[config.mk]
export PLATFORM = sky130hd
export DESIGN_NAME = rstack_flat
export DESIGN_NICKNAME = d
export VERILOG_FILES = /design/src/rtl/rstack_pkg.sv /design/src/rtl/rstack_if.sv /design/src/rtl/stack_ram.sv /design/src/rtl/rstack.sv /design/src/flat_wrapper.sv
export SDC_FILE = /design/constraint.sdc
export NUM_CORES = 1
export LEC_CHECK = 0
export ABC_AREA = 1
export CORE_ASPECT_RATIO = 1.4
export CORE_MARGIN = 2
export CORE_UTILIZATION = 60
export CTS_CLUSTER_DIAMETER = 150
export DETAILED_ROUTE_END_ITERATION = 6
export PLACE_DENSITY_LB_ADDON = 0.2
export SETUP_SLACK_MARGIN = 0.1
export SKIP_LAST_GASP = 1
export SLEW_MARGIN = 20
export SYNTH_ARGS = -nofsm -noshare
export SYNTH_HDL_FRONTEND = slang
export SYNTH_HIERARCHICAL = 1
export SYNTH_SLANG_ARGS = --single-unit
[constraint.sdc]
create_clock -name clk -period 3.1 [get_ports clk]
set_clock_uncertainty 0.2 [all_clocks]
set_input_delay 0.93 -clock clk [delete_from_list [all_inputs] [get_ports clk]]
set_output_delay 0.93 -clock clk [all_outputs]
set_load 0.01 [all_outputs]
[src/rtl/rstack_pkg.sv]
// Shared CPU package: default instruction-pointer width, default return-stack
// depth and the stack-op encoding shared by next-IP logic, the return stack
// and the data stack.
package rstack_pkg;

    localparam int DEFAULT_IADDR_WIDTH = 10;
    localparam int DEFAULT_DEPTH       = 16;

    typedef enum logic [1:0] {
        OP_NONE    = 2'b00,
        OP_PUSH    = 2'b01,
        OP_POP     = 2'b10,
        OP_REPLACE = 2'b11
    } stack_op_t;

    // Collapse the push/pop strobes into a single stack operation.
    function automatic stack_op_t decode_op(input logic push, input logic pop);
        case ({push, pop})
            2'b10:   return OP_PUSH;
            2'b01:   return OP_POP;
            2'b11:   return OP_REPLACE;
            default: return OP_NONE;
        endcase
    endfunction

endpackage

[src/rtl/rstack_if.sv]
// Return-stack bus: call/return strobes, return address, error clear and the
// registered stack status seen by the next-IP logic.
interface rstack_if
    import rstack_pkg::*;
#(
    parameter int iaddr_width = DEFAULT_IADDR_WIDTH,
    parameter int depth       = DEFAULT_DEPTH
);
    logic                     push;
    logic                     pop;
    logic [iaddr_width-1:0]   push_data;
    logic                     err_clr;
    logic [iaddr_width-1:0]   rstack_top;
    logic [$clog2(depth):0]   level;
    logic                     empty;
    logic                     full;
    logic                     overflow;
    logic                     underflow;

    modport master (
        output push, pop, push_data, err_clr,
        input  rstack_top, level, empty, full, overflow, underflow
    );

    modport slave (
        input  push, pop, push_data, err_clr,
        output rstack_top, level, empty, full, overflow, underflow
    );
endinterface

[src/rtl/stack_ram.sv]
// stack_ram: entry storage for the return and data stacks. One synchronous
// write port, one asynchronous read port, no reset on the contents.
module stack_ram #(
    parameter int width      = 10,
    parameter int entries    = 15,
    parameter int addr_width = 4
) (
    input  logic                  clk,
    input  logic                  i_we,
    input  logic [addr_width-1:0] i_waddr,
    input  logic [width-1:0]      i_wdata,
    input  logic [addr_width-1:0] i_raddr,
    output logic [width-1:0]      o_rdata
);
    logic [width-1:0] r_mem [0:entries-1];

    // Single write port.
    always_ff @(posedge clk) begin
        if (i_we) begin
            r_mem[i_waddr] <= i_wdata;
        end
    end

    assign o_rdata = r_mem[i_raddr];
endmodule

[src/rtl/rstack.sv]
// rstack: return-address stack. The top entry lives in its own register so
// rstack_top has no read latency; deeper entries sit in stack_ram addressed
// by level-2. Define RSTACK_ERR_EN to get sticky overflow/underflow flags
// cleared by err_clr; otherwise those outputs are tied low.
module rstack
    import rstack_pkg::*;
#(
    parameter int iaddr_width = DEFAULT_IADDR_WIDTH,
    parameter int depth       = DEFAULT_DEPTH
) (
    input logic     clk,
    input logic     reset,
    rstack_if.slave bus
);
    localparam int LW = $clog2(depth) + 1;
    localparam int AW = $clog2(depth);
    localparam logic [LW-1:0] LEVEL_FULL = LW'(depth);

    logic [iaddr_width-1:0] r_top;
    logic [iaddr_width-1:0] w_top_next;
    logic [iaddr_width-1:0] w_rdata;
    logic [LW-1:0]          r_level;
    logic [LW-1:0]          w_level_next;
    logic [AW-1:0]          w_waddr;
    logic [AW-1:0]          w_raddr;
    logic                   w_we;
    logic                   w_empty;
    logic                   w_full;
    logic                   w_ovf_set;
    logic                   w_unf_set;
    stack_op_t              w_op;

    assign w_empty = (r_level == '0);
    assign w_full  = (r_level == LEVEL_FULL);
    assign w_op    = decode_op(bus.push, bus.pop);

    // The outgoing top lands just above the current array top; the entry
    // that becomes the new top on a pop sits at level-2.
    assign w_waddr = AW'(r_level - LW'(1));
    assign w_raddr = (r_level >= LW'(2)) ? AW'(r_level - LW'(2)) : '0;

    stack_ram #(
        .width      (iaddr_width),
        .entries    (depth - 1),
        .addr_width (AW)
    ) u_stack_ram (
        .clk     (clk),
        .i_we    (w_we),
        .i_waddr (w_waddr),
        .i_wdata (r_top),
        .i_raddr (w_raddr),
        .o_rdata (w_rdata)
    );

    // Next top/level, array write enable and error-set conditions per operation.
    always_comb begin
        w_top_next   = r_top;
        w_level_next = r_level;
        w_we         = 1'b0;
        w_ovf_set    = 1'b0;
        w_unf_set    = 1'b0;
        unique case (w_op)
            OP_PUSH: begin
                if (w_full) begin
                    w_ovf_set = 1'b1;
                end else begin
                    w_top_next   = bus.push_data;
                    w_level_next = r_level + LW'(1);
                    w_we         = !w_empty;
                end
            end
            OP_POP: begin
                if (w_empty) begin
                    w_unf_set = 1'b1;
                end else begin
                    w_level_next = r_level - LW'(1);
                    w_top_next   = (r_level == LW'(1)) ? '0 : w_rdata;
                end
            end
            OP_REPLACE: begin
                // On an empty stack there is nothing to replace: act as a push.
                if (w_empty) begin
                    w_unf_set    = 1'b1;
                    w_top_next   = bus.push_data;
                    w_level_next = LW'(1);
                end else begin
                    w_top_next = bus.push_data;
                end
            end
            default: begin
            end
        endcase
    end

    // Top register and entry count.
    always_ff @(posedge clk or posedge reset) begin
        if (reset) begin
            r_top   <= '0;
            r_level <= '0;
        end else begin
            r_top   <= w_top_next;
            r_level <= w_level_next;
        end
    end

    assign bus.rstack_top = r_top;
    assign bus.level      = r_level;
    assign bus.empty      = w_empty;
    assign bus.full       = w_full;

`ifdef RSTACK_ERR_EN
    logic r_overflow;
    logic r_underflow;

    // Sticky error flags; a new error in the clearing cycle keeps the flag set.
    always_ff @(posedge clk or posedge reset) begin
        if (reset) begin
            r_overflow  <= 1'b0;
            r_underflow <= 1'b0;
        end else begin
            if (w_ovf_set)        r_overflow  <= 1'b1;
            else if (bus.err_clr) r_overflow  <= 1'b0;
            if (w_unf_set)        r_underflow <= 1'b1;
            else if (bus.err_clr) r_underflow <= 1'b0;
        end
    end

    assign bus.overflow  = r_overflow;
    assign bus.underflow = r_underflow;
`else
    logic [2:0] w_flags_unused;
    assign w_flags_unused = {bus.err_clr, w_ovf_set, w_unf_set};
    assign bus.overflow   = 1'b0;
    assign bus.underflow  = 1'b0;
`endif
endmodule

[src/flat_wrapper.sv]
// flat-port wrapper written by rule: the top's interface ports become plain ports
module rstack_flat import rstack_pkg::*;
#(
    parameter int iaddr_width = DEFAULT_IADDR_WIDTH,
    parameter int depth       = DEFAULT_DEPTH
)
  (clk, reset, bus_push, bus_pop, bus_push_data, bus_err_clr, bus_rstack_top, bus_level, bus_empty, bus_full, bus_overflow, bus_underflow);
  rstack_if #(.iaddr_width(iaddr_width), .depth(depth)) bus_i ();
  input logic clk;
  input logic reset;
  input wire logic [$bits(bus_i.push)-1:0] bus_push;
  input wire logic [$bits(bus_i.pop)-1:0] bus_pop;
  input wire logic [$bits(bus_i.push_data)-1:0] bus_push_data;
  input wire logic [$bits(bus_i.err_clr)-1:0] bus_err_clr;
  output wire logic [$bits(bus_i.rstack_top)-1:0] bus_rstack_top;
  output wire logic [$bits(bus_i.level)-1:0] bus_level;
  output wire logic [$bits(bus_i.empty)-1:0] bus_empty;
  output wire logic [$bits(bus_i.full)-1:0] bus_full;
  output wire logic [$bits(bus_i.overflow)-1:0] bus_overflow;
  output wire logic [$bits(bus_i.underflow)-1:0] bus_underflow;
  assign bus_i.push = bus_push;
  assign bus_i.pop = bus_pop;
  assign bus_i.push_data = bus_push_data;
  assign bus_i.err_clr = bus_err_clr;
  assign bus_rstack_top = bus_i.rstack_top;
  assign bus_level = bus_i.level;
  assign bus_empty = bus_i.empty;
  assign bus_full = bus_i.full;
  assign bus_overflow = bus_i.overflow;
  assign bus_underflow = bus_i.underflow;
  rstack #(.iaddr_width(iaddr_width), .depth(depth)) u_core (.clk(clk), .reset(reset), .bus(bus_i));
endmodule
# Word level (Yosys, flattened, before mapping)
# Memories as Yosys holds them, arrays and structs flattened.
# Cells that the tools add are included.
[totals] ff_bits=15 mem_bits_rw=150 output_inout_bits=19 elab_cells=37 memories=1
[mem_list] memory="u_core.u_stack_ram.r_mem" depth=15 word_bits=10 rd=1 rd_clocked_by_memory_dff=0 wr=1 line="stack_ram.sv:15" source="logic [width-1:0] r_mem [0:entries-1];"
[op_classes] addsub=3 n_lt_le_gt_ge=1 n_eq_ne=11 muxes=14 reduce_logical=5
[ops] cell="$mux 10" count=3
[ops] cell="$pmux 10 s3" count=1
[ops] cell="$mux 5" count=3
[ops] cell="$pmux 5 s3" count=1
[ops] cell="$eq 2x2->1 const B" count=4
[ops] cell="$pmux 2 s3" count=1
[ops] cell="$add 5x1->5 const B" count=1
[ops] cell="$eq 5x1->1 const B" count=1
[ops] cell="$eq 5x5->1 const B" count=1
[ops] cell="$ge 5x2->1 const B" count=1
[ops] cell="$logic_not 5->1" count=1
[ops] cell="$sub 5x1->5 const B" count=1
[ops] cell="$eq 2x1->1 const B" count=2
[ops] cell="$mux 1" count=4
[ops] cell="$mux 4" count=1
[ops] cell="$ne 2x2->1 const B" count=2
[ops] cell="$reduce_and 4->1" count=1
[ops] cell="$sub 4x2->4 const B" count=1
[ops] cell="$reduce_and 3->1" count=1
[ops] cell="$reduce_bool 3->1" count=1
[ops] cell="$ne 2x1->1 const B" count=1
[ops] cell="$logic_not 1->1" count=1

# Logic depth before layout (Yosys ltp)
# Gate-level depths: netlist of the first run.
[depth] ltp_word=6 mapped_depth=19

# Hierarchy
# Netlist of the first run, hierarchy kept.
[by_module_without_submodules] module="stack_ram" instances=1 cells_each=619 area_per_inst_um2=6481.2 seq_area_each_um2=4504.3
[by_module_without_submodules] module="rstack" instances=1 cells_each=167 area_per_inst_um2=1171.1 seq_area_each_um2=375.4

# Worst setup path after synthesis of the first run
# No wires, ideal clock.
[synth_path] path_kind="flip-flop to flip-flop" start="register u_core.r_level[2] (netlist: u_core/bus.level[2])" end="register u_core.r_top[0] (netlist: u_core/bus.rstack_top[0])" t_arrival_ns=2.190 path_slack_ns=0.593 stages_incl_launch_ff=18 cell_sequence="dfrtp_1 inv_1 ha_1 nand2_1 a211oi_1 nor2_1 buf_6 inv_6 buf_4 nand2_1 nand3_1 nand3_1 nand3_1 nand2_1 nand3_1 nand2_1 nand3_1 nand2_1"
[synth_between] elab_chain_cells=6 word_cells_on_any_way=13
[synth_rtl] element="start, declared" line="rstack.sv:22" source="logic [LW-1:0] r_level;"
[synth_rtl] element="start signal, assigned" line="rstack.sv:102" source="r_level <= w_level_next;"
[synth_rtl] element="$ge 5x2->1" line="rstack.sv:40" source="assign w_raddr = (r_level >= LW'(2)) ? AW'(r_level - LW'(2)) : '0;"
[synth_rtl] element="$mux 4" line="rstack.sv:40"
[synth_rtl] element="named net u_core.w_raddr[0]" line="rstack.sv:25" source="logic [AW-1:0] w_raddr;"
[synth_rtl] element="$mem_v2 15x10"
[synth_rtl] element="named net u_core.w_rdata[0]" line="rstack.sv:21" source="logic [iaddr_width-1:0] w_rdata;"
[synth_rtl] element="$mux 10" line="rstack.sv:77" source="w_top_next = (r_level == LW'(1)) ? '0 : w_rdata;"
[synth_rtl] element="$mux 10" line="rstack.sv:73" source="if (w_empty) begin"
[synth_rtl] element="$pmux 10 s3" line="rstack.sv:62" source="unique case (w_op)"
[synth_rtl] element="end signal, assigned" line="rstack.sv:101" source="r_top <= w_top_next;"
[synth_rtl] element="end, declared" line="rstack.sv:19" source="logic [iaddr_width-1:0] r_top;"
# The timed path passes the listed nets, and every way through them passes these cells. The select of a mux whose other input is x is not followed.
# A chain may end at the register's enable or synchronous reset.

# Worst setup path in the final report of the first run
[layout_path] start="register u_core.r_level[0] (netlist: u_core/bus.level[0])" end="register u_core.r_top[6] (netlist: u_core/bus.rstack_top[6])"
[layout_between] elab_chain_cells=6 word_cells_on_any_way=13
[layout_rtl] element="$sub 4x2->4 / $ge 5x2->1 (equally long branches)" line="rstack.sv:40"
[layout_rtl] element="$mux 4 *" line="rstack.sv:40"
[layout_rtl] element="named net u_core.w_raddr[0]" line="rstack.sv:25"
[layout_rtl] element="$mem_v2 15x10 *"
[layout_rtl] element="named net u_core.w_rdata[6]" line="rstack.sv:21"
[layout_rtl] element="$mux 10 *" line="rstack.sv:77"
[layout_rtl] element="$mux 10 *" line="rstack.sv:73"
[layout_rtl] element="$pmux 10 s3 *" line="rstack.sv:62"
# The timed path passes the listed nets; every way through them passes the cells marked *. The select of a mux whose other input is x is not followed.

==> impl_metrics.py, run 1 <==
metrics = {
    "place": {
        "pre_cts_ws_ns": 0.158,
        "numPortBuffers": 30,
        "place_area_um2": 8300,
        "place.gp.congestion": 0.921,
        "hpwl_um": 12100,
    },
    "die": {
        "dieHeight_um": 138,
        "die_area_um2": 13700,
        "die_w_um": 99.4,
        "rows": 48,
        "core_area_um2": 12400,
        "io_pins": 34,
        "initial_core_util": 0.619,
    },
    "drt": {
        "drc": 0,
        "drt_first_pass_iters": 6,
        "post_drt_via_cell_ratio": 5.52,
        "routedWlPerCell_um": 18.1,
        "first_iter_violations": 501,
        "finalWirelength_um": 18500,
        "antenna_left": 0,
        "via_count": 5635,
    },
    "critical_path": {
        "startpoint": "u_core/bus.level[0]$_DFFE_PP0P_",
        "critPathMaxFanout": 21,
        "critPathLaunchType": "flop",
        "critPathMaxStageDelay_ns": 0.37,
        "worst_path_most_repeated_cell": "nand2_1",
        "required_ns": 3.26,
        "r2r_start": "u_core/bus.level[0]$_DFFE_PP0P_",
        "end_kind": "flop",
        "critical_path_class": "reg -> reg",
        "rrSetupSlack_ns": 0.10,
        "cp.arrival_ns": 3.16,
        "slowest_stage": "dfrtp_1",
        "path_cells": "inv_2, buf_4, ha_1, a211oi_1, buf_4, nor2_4, buf_12, buf_4, inv_8, nand2_1, nand2_1, nand2_1, nand3_1, nand3_1, nand2_1, nand3_1, nand2_1, nand3_1, nand2_1",
    },
    "clock_tree": {
        "clkSinkCount": 165,
        "numCtsBuffers": 17,
        "cts_root_buf": "clkbuf_16",
        "clkLatencyLatePin_ns": 0.43,
        "cts_hold_buffers": 0,
        "tritoncts": "yes",
        "htree_levels": 4,
        "clock_path_buffers": 2,
        "clk_pin_slew_worst_paths_ns": 0.06,
    },
    "logic_synthesis": {
        "ys_seq_area_frac": 0.638,
        "synth_cell_type_count": 30,
        "synth_area_um2": 7650,
        "synth_ff_type": "edfxtp_1",
        "yosys_warnings": 6,
        "synth_enable_flop_cells": 150,
        "avgSynthCellArea_um2": 9.74,
        "ys_ff_latch": 165,
        "synthesis.instances": 786,
        "ys_async_sr_fraction": 0.0909,
    },
    "cells_and_area": {
        "drive_gt1_frac": 0.127,
        "fillerInstances": 896,
        "layout_common_cells": "nand2_1 (312), edfxtp_1 (150), nand3_1 (109)",
        "antennaDiodeCount": 0,
        "fin_nets": 881,
        "seqCellArea_um2": 4880,
        "final_cell_area_um2": 9020,
        "multi_input_area_um2": 2230,
        "final_util": 0.729,
        "area_growth_pct": 17.9,
        "mostFrequentLayoutCell": "nand2_1",
    },
    "power": {
        "p_switching_mw": 4.70,
        "vdd_drop_max_mv": 0.837,
        "p_sw_frac": 0.437,
        "leakage_nw": 4.02,
        "clkPwrFrac": 0.199,
        "p_int_mw": 6.05,
        "powerDensity_nw_per_um2": 1190,
        "combPwrFrac": 0.520,
        "power_frac_seq": 0.281,
    },
    "min_path": {
        "hp-class": "reg -> reg",
        "hold_start": "u_core/bus.rstack_top[1]$_DFFE_PP0P_",
    },
    "sta": {
        "worstMarginPinSlew_ns": 0.644,
        "setup_ws_ns": 0.100,
        "drv_slew": 0,
        "period_minus_slack_ns": 3.00,
        "setup_viol": 0,
        "hold_viol": 0,
        "min_period_over_period": 0.968,
        "max_freq_ghz": 0.333,
        "slew_headroom": 0.570,
        "whs_ns": 0.493,
        "rsz0062_at_grt": "true",
    },
    "global_routing": {
        "grt_start_max_net_pins": 43,
        "antenna_found_initial": 0,
        "grt_usage": 0.281,
        "grt_pass1_vias": 5416,
        "grt_pass1_wl_um": 28200,
        "overflow": 0,
    },
    "run": {
        "cap_violations": 0,
    },
    "status": {
        "status": "finished clean",
    },
}
## power groups by stage
| stage | logic [mW] | clock network [mW] | registers (mW) |
|---|---|---|---|
| CTS | 5.31 | 2.16 | 3.02 |
| global route | 6.07 | 2.24 | 3.04 |
| finish | 5.59 | 2.14 | 3.02 |
| detailed placement | 5.23 | 0 | 3.06 |
| global placement | 5.08 | 0 | 3.05 |
| floorplan | 3.22 | 0 | 3.24 |
## metal layers
layer	routed length (um)	GRT usage
met1	7070	0.342
met2	9210	0.470
met3	1130	0.0457
met4	1070	0.175
met5	0	0
## through the flow
| step | TNS (ns) | std cells | power [mW] |
|---|---|---|---|
| global placement | 0 | 983 | 8.14 |
| finish | 0 | 1021 | 10.8 |
| CTS | 0 | 1017 | 10.5 |
| detailed placement | 0 | 983 | 8.29 |
| floorplan | 0 | 787 | 6.46 |
| global route | -0.0547 | 1021 | 11.4 |
## worst max-delay path, delay by kind of cell, from the launching register on
family | cells | cell delay, ns
AOI/OAI and AO/OA | 1 | 0.30
and+or+nand+nor | 11 | 1.05
DFF | 1 | 0.37
buffers and inverters | 6 | 0.84
adders and majority gates | 1 | 0.18
## cells in the mapped netlist (2+ instances only)
cell,number,area [um^2]
buf_2,11,55.1
buf_4,12,90.1
buf_6,7,78.8
dfrtp_1,15,375
edfxtp_1,150,4500
ha_1,8,100
inv_1,88,330
inv_2,4,15.0
nand2_1,313,1170
nand2_2,2,12.5
nand3_1,113,566
nand3_2,2,20.0
nand4_1,2,12.5
nor2_1,34,128
nor2_4,3,33.8
o21ai_0,3,15.0
o21bai_1,5,37.5
xor2_1,2,17.5
## final timing paths
path                                                             to  cells after the start
setup reg to reg               u_core/bus.rstack_top[6]$_DFFE_PP0P_                     19
hold / removal             u_core/u_stack_ram/r_mem[1][1]$_DFFE_PP_                      1
max in group asynchronous      u_core/bus.rstack_top[4]$_DFFE_PP0P_                      2
min in group asynchronous      u_core/bus.rstack_top[2]$_DFFE_PP0P_                      2
setup / recovery               u_core/bus.rstack_top[6]$_DFFE_PP0P_                     19
hold reg to reg            u_core/u_stack_ram/r_mem[1][1]$_DFFE_PP_                      1
## area by class of cell
| type | count | share of cell area |
|---|---|---|
| inverter | 95 | 0.0415 |
| tap | 150 | 0.0208 |
| clock inverter | 10 | 0.0165 |
| clock buffer | 22 | 0.0514 |
| sequential | 165 | 0.541 |
| multi-input combinational | 496 | 0.247 |
| timing repair buffer | 82 | 0.0805 |
| timing repair inverter | 1 | 0.00125 |
## sequential cells by signal, indices dropped and copies added (netlist names)
signal                    cells
u_core/u_stack_ram/r_mem    150
u_core/bus.level              5
u_core/bus.rstack_top        10
## timing repair
action                                  in CTS  in global routing
cloned                                       0                  1
endpoints found under the setup margin       2                 11
buffers inserted                             2                  3
resized for setup                            6                 10
pin swaps                                    1                  1
endpoints found under the hold margin        0                  0
## cell families after synthesis
kind of cell / count (synthesis) / share of synthesized area
compound gates: 11 / 0.0106
buf+inv: 126 / 0.0773
simple gates: 473 / 0.259
fa+ha+maj: 8 / 0.0131
xor+xnor: 2 / 0.00229
other cells: 1 / 0.000490
flops: 165 / 0.638
Power figures use the tool's default switching activity.
==> inputs of run 2 (changes only) <==
--- a/config.mk
+++ b/config.mk
@@ -5,7 +5,6 @@
 export SDC_FILE = /design/constraint.sdc
 export NUM_CORES = 1
 export LEC_CHECK = 0
-export ABC_AREA = 1
 export CORE_ASPECT_RATIO = 1.4
 export CORE_MARGIN = 2
 export CORE_UTILIZATION = 60
==> run 2 against run 1 <==
Setup slack lost 0.062 ns. Total power shrank 11%. Sequential cell count is the same. Final area shrank 4.6%. Global-route usage shrank 1.1 points. First-iteration DRC count shrank 14%. Synthesized cell count shrank 46%. Count of clock-buffer cells in the layout shrank 4. Via count shrank 23%. Largest cell class unchanged. Highest routed layer unchanged.
==> impl_metrics.py, run 2 <==
metrics = {
    "status": {
        "status": "finished clean",
    },
    "sta": {
        "worstMarginPinSlew_ns": 0.838,
        "tns_ns": 0,
        "drv_slew": 0,
        "slew_headroom": 0.441,
        "setup_viol": 0,
        "min_period_over_period": 0.988,
        "setup_ws_ns": 0.0381,
        "period_minus_slack_ns": 3.06,
        "max_freq_ghz": 0.327,
        "whs_ns": 0.481,
        "rsz0062_at_grt": "true",
        "hold_viol": 0,
    },
    "cells_and_area": {
        "fillerInstances": 629,
        "area_growth_pct": 23.1,
        "layout_common_cells": "edfxtp_1 (150), buf_4 (66), nor2_1 (33)",
        "drive_gt1_frac": 0.285,
        "antennaDiodeCount": 0,
        "largest_reg_flops": 150,
        "finalNonFillerCells": 678,
        "mostFrequentLayoutCell": "edfxtp_1",
        "regMostFlops": "u_core/u_stack_ram/r_mem",
        "fin_nets": 544,
    },
    "power": {
        "powerDensity_nw_per_um2": 1110,
        "leakage_nw": 3.00,
        "power_mw": 9.52,
        "vdd_drop_max_mv": 0.739,
    },
    "clock_tree": {
        "clkSinkCount": 165,
        "clkLatencyLatePin_ns": 0.42,
        "tritoncts": "yes",
        "numCtsBuffers": 17,
        "cts_root_buf": "clkbuf_16",
        "cts_hold_buffers": 0,
        "clk_pin_slew_worst_paths_ns": 0.06,
        "htree_levels": 4,
        "clock_path_buffers": 2,
    },
    "drt": {
        "routedWlPerCell_um": 24.0,
        "first_iter_violations": 433,
        "drt_first_pass_iters": 6,
        "finalWirelength_um": 16300,
        "drc": 0,
        "via_count": 4348,
        "antenna_left": 0,
        "post_drt_via_cell_ratio": 6.41,
    },
    "place": {
        "numPortBuffers": 30,
        "hpwl_um": 9620,
        "place.gp.congestion": 0.823,
        "pre_cts_ws_ns": -0.211,
        "dpl.cell_count": 626,
    },
    "critical_path": {
        "cp_top_family": "buffers and inverters",
        "critPathMaxFanout": 6,
        "cp.buffers_inverters": 6,
        "path_cells": "inv_2, ha_2, inv_1, a2111oi_4, buf_4, buf_4, nor2_4, clkbuf_16, buf_6, mux4_2, nor2_1, o21ai_1, a22oi_1, a21oi_1",
        "required_ns": 3.19,
        "end_kind": "flop",
        "worst_path_most_repeated_cell": "buf_4",
        "critical_path_class": "reg -> reg",
        "critPathMaxStageDelay_ns": 0.53,
        "critPathLaunchType": "flop",
        "cp.arrival_ns": 3.15,
        "slowest_stage": "mux4_2",
    },
    "die": {
        "die_area_um2": 12500,
        "dieHeight_um": 132,
        "initial_core_util": 0.617,
        "core_area_um2": 11300,
        "io_pins": 34,
        "die_w_um": 95.3,
        "rows": 46,
    },
    "logic_synthesis": {
        "avgSynthCellArea_um2": 16.6,
        "synth_enable_flop_cells": 150,
        "synth_cell_type_count": 51,
        "yosysMostFrequentCell": "edfxtp_1",
        "synth_top_area_frac": 0.644,
        "synthesis.instances": 421,
        "synth_area_um2": 6990,
        "ys_ff_latch": 165,
        "synthTopCellsByArea": "edfxtp_1 (64%), mux4_2 (7.1%), dfrtp_1 (5.4%), mux2i_1 (2.4%), nor2_1 (2.0%)",
        "synth_common_cells": "edfxtp_1 (150), nor2_1 (37), mux4_2 (22), a22oi_1 (18), mux2i_1 (17)",
        "ys_seq_area_frac": 0.698,
        "yosys_warnings": 6,
        "yosysTopAreaCell": "edfxtp_1",
        "ys_async_sr_fraction": 0.0909,
        "synth_ff_type": "edfxtp_1",
    },
    "min_path": {
        "hp-class": "reg -> reg",
    },
    "global_routing": {
        "antenna_found_initial": 0,
        "grt_start_max_net_pins": 23,
        "grt_usage": 0.270,
        "overflow": 0,
        "grt_pass1_wl_um": 24200,
        "grt_pass1_vias": 4225,
    },
    "run": {
        "cap_violations": 0,
    },
}
[run 2: worst paths after layout]
| kind | start | to | slack (ns) | cells after the start |
|---|---|---|---|---|
| worst max-delay path | u_core/bus.level[1]$_DFFE_PP0P_ | u_core/bus.rstack_top[0]$_DFFE_PP0P_ | 0.04 | 14 |
| worst min-delay path | u_core/bus.rstack_top[1]$_DFFE_PP0P_ | u_core/u_stack_ram/r_mem[12][1]$_DFFE_PP_ | 0.48 | 1 |
| worst max register to register | u_core/bus.level[1]$_DFFE_PP0P_ | u_core/bus.rstack_top[0]$_DFFE_PP0P_ | 0.04 | 14 |
| worst min register to register | u_core/bus.rstack_top[1]$_DFFE_PP0P_ | u_core/u_stack_ram/r_mem[12][1]$_DFFE_PP_ | 0.48 | 1 |
| max in group asynchronous | reset | u_core/bus.rstack_top[5]$_DFFE_PP0P_ | 1.40 | 2 |
| min in group asynchronous | reset | u_core/bus.rstack_top[4]$_DFFE_PP0P_ | 0.78 | 2 |
[run 2: cell type report]
| cell class | count | area (um^2) | share of cell area |
|---|---|---|---|
| Clock buffer | 18 | 429 | 0.0498 |
| Clock inverter | 14 | 184 | 0.0214 |
| Inverter | 9 | 33.8 | 0.00392 |
| Multi-Input combinational cell | 226 | 2010 | 0.233 |
| Sequential cell | 165 | 4880 | 0.567 |
| Tap cell | 144 | 180 | 0.0209 |
| Timing Repair Buffer | 102 | 893 | 0.104 |
[run 2: where the power goes]
part	internal, mW	switching (mW)	total (mW)	leakage, nW
clock	1.34	0.822	2.16	0.285
combinational	1.88	2.37	4.26	1.19
sequential	2.95	0.150	3.10	1.53
[run 2: through the flow]
stage,util,area (um^2)
finish,0.759,8610
global route,0.759,8610
CTS,0.747,8470
detailed placement,0.682,7730
global placement,0.682,7730
floorplan,-,7010
[run 2: cells by family after synthesis]
family / after synthesis / share of synthesized area
other: 1 / 0.000536
adder cells (fa/ha/maj): 8 / 0.0143
XOR/XNOR: 3 / 0.00376
AO/OA/AOI/OAI: 81 / 0.0812
multiplexers: 43 / 0.110
flip-flops: 165 / 0.698
AND/OR/NAND/NOR: 86 / 0.0587
buffers and inverters: 34 / 0.0336
[run 2: what timing repair did]
action | CTS | global route
setup endpoints to repair | 12 | 12
pin swaps | 4 | 14
setup buffers | 8 | 7
gates cloned | 3 | 2
gates resized for setup | 19 | 20
[run 2: per-layer routing]
metal	global-route usage	part of all wire	vias up
li1	-	-	1873
met1	0.367	0.37	2192
met2	0.424	0.52	239
met3	0.0543	0.078	44
met4	0.120	0.034	0
met5	0	0	-
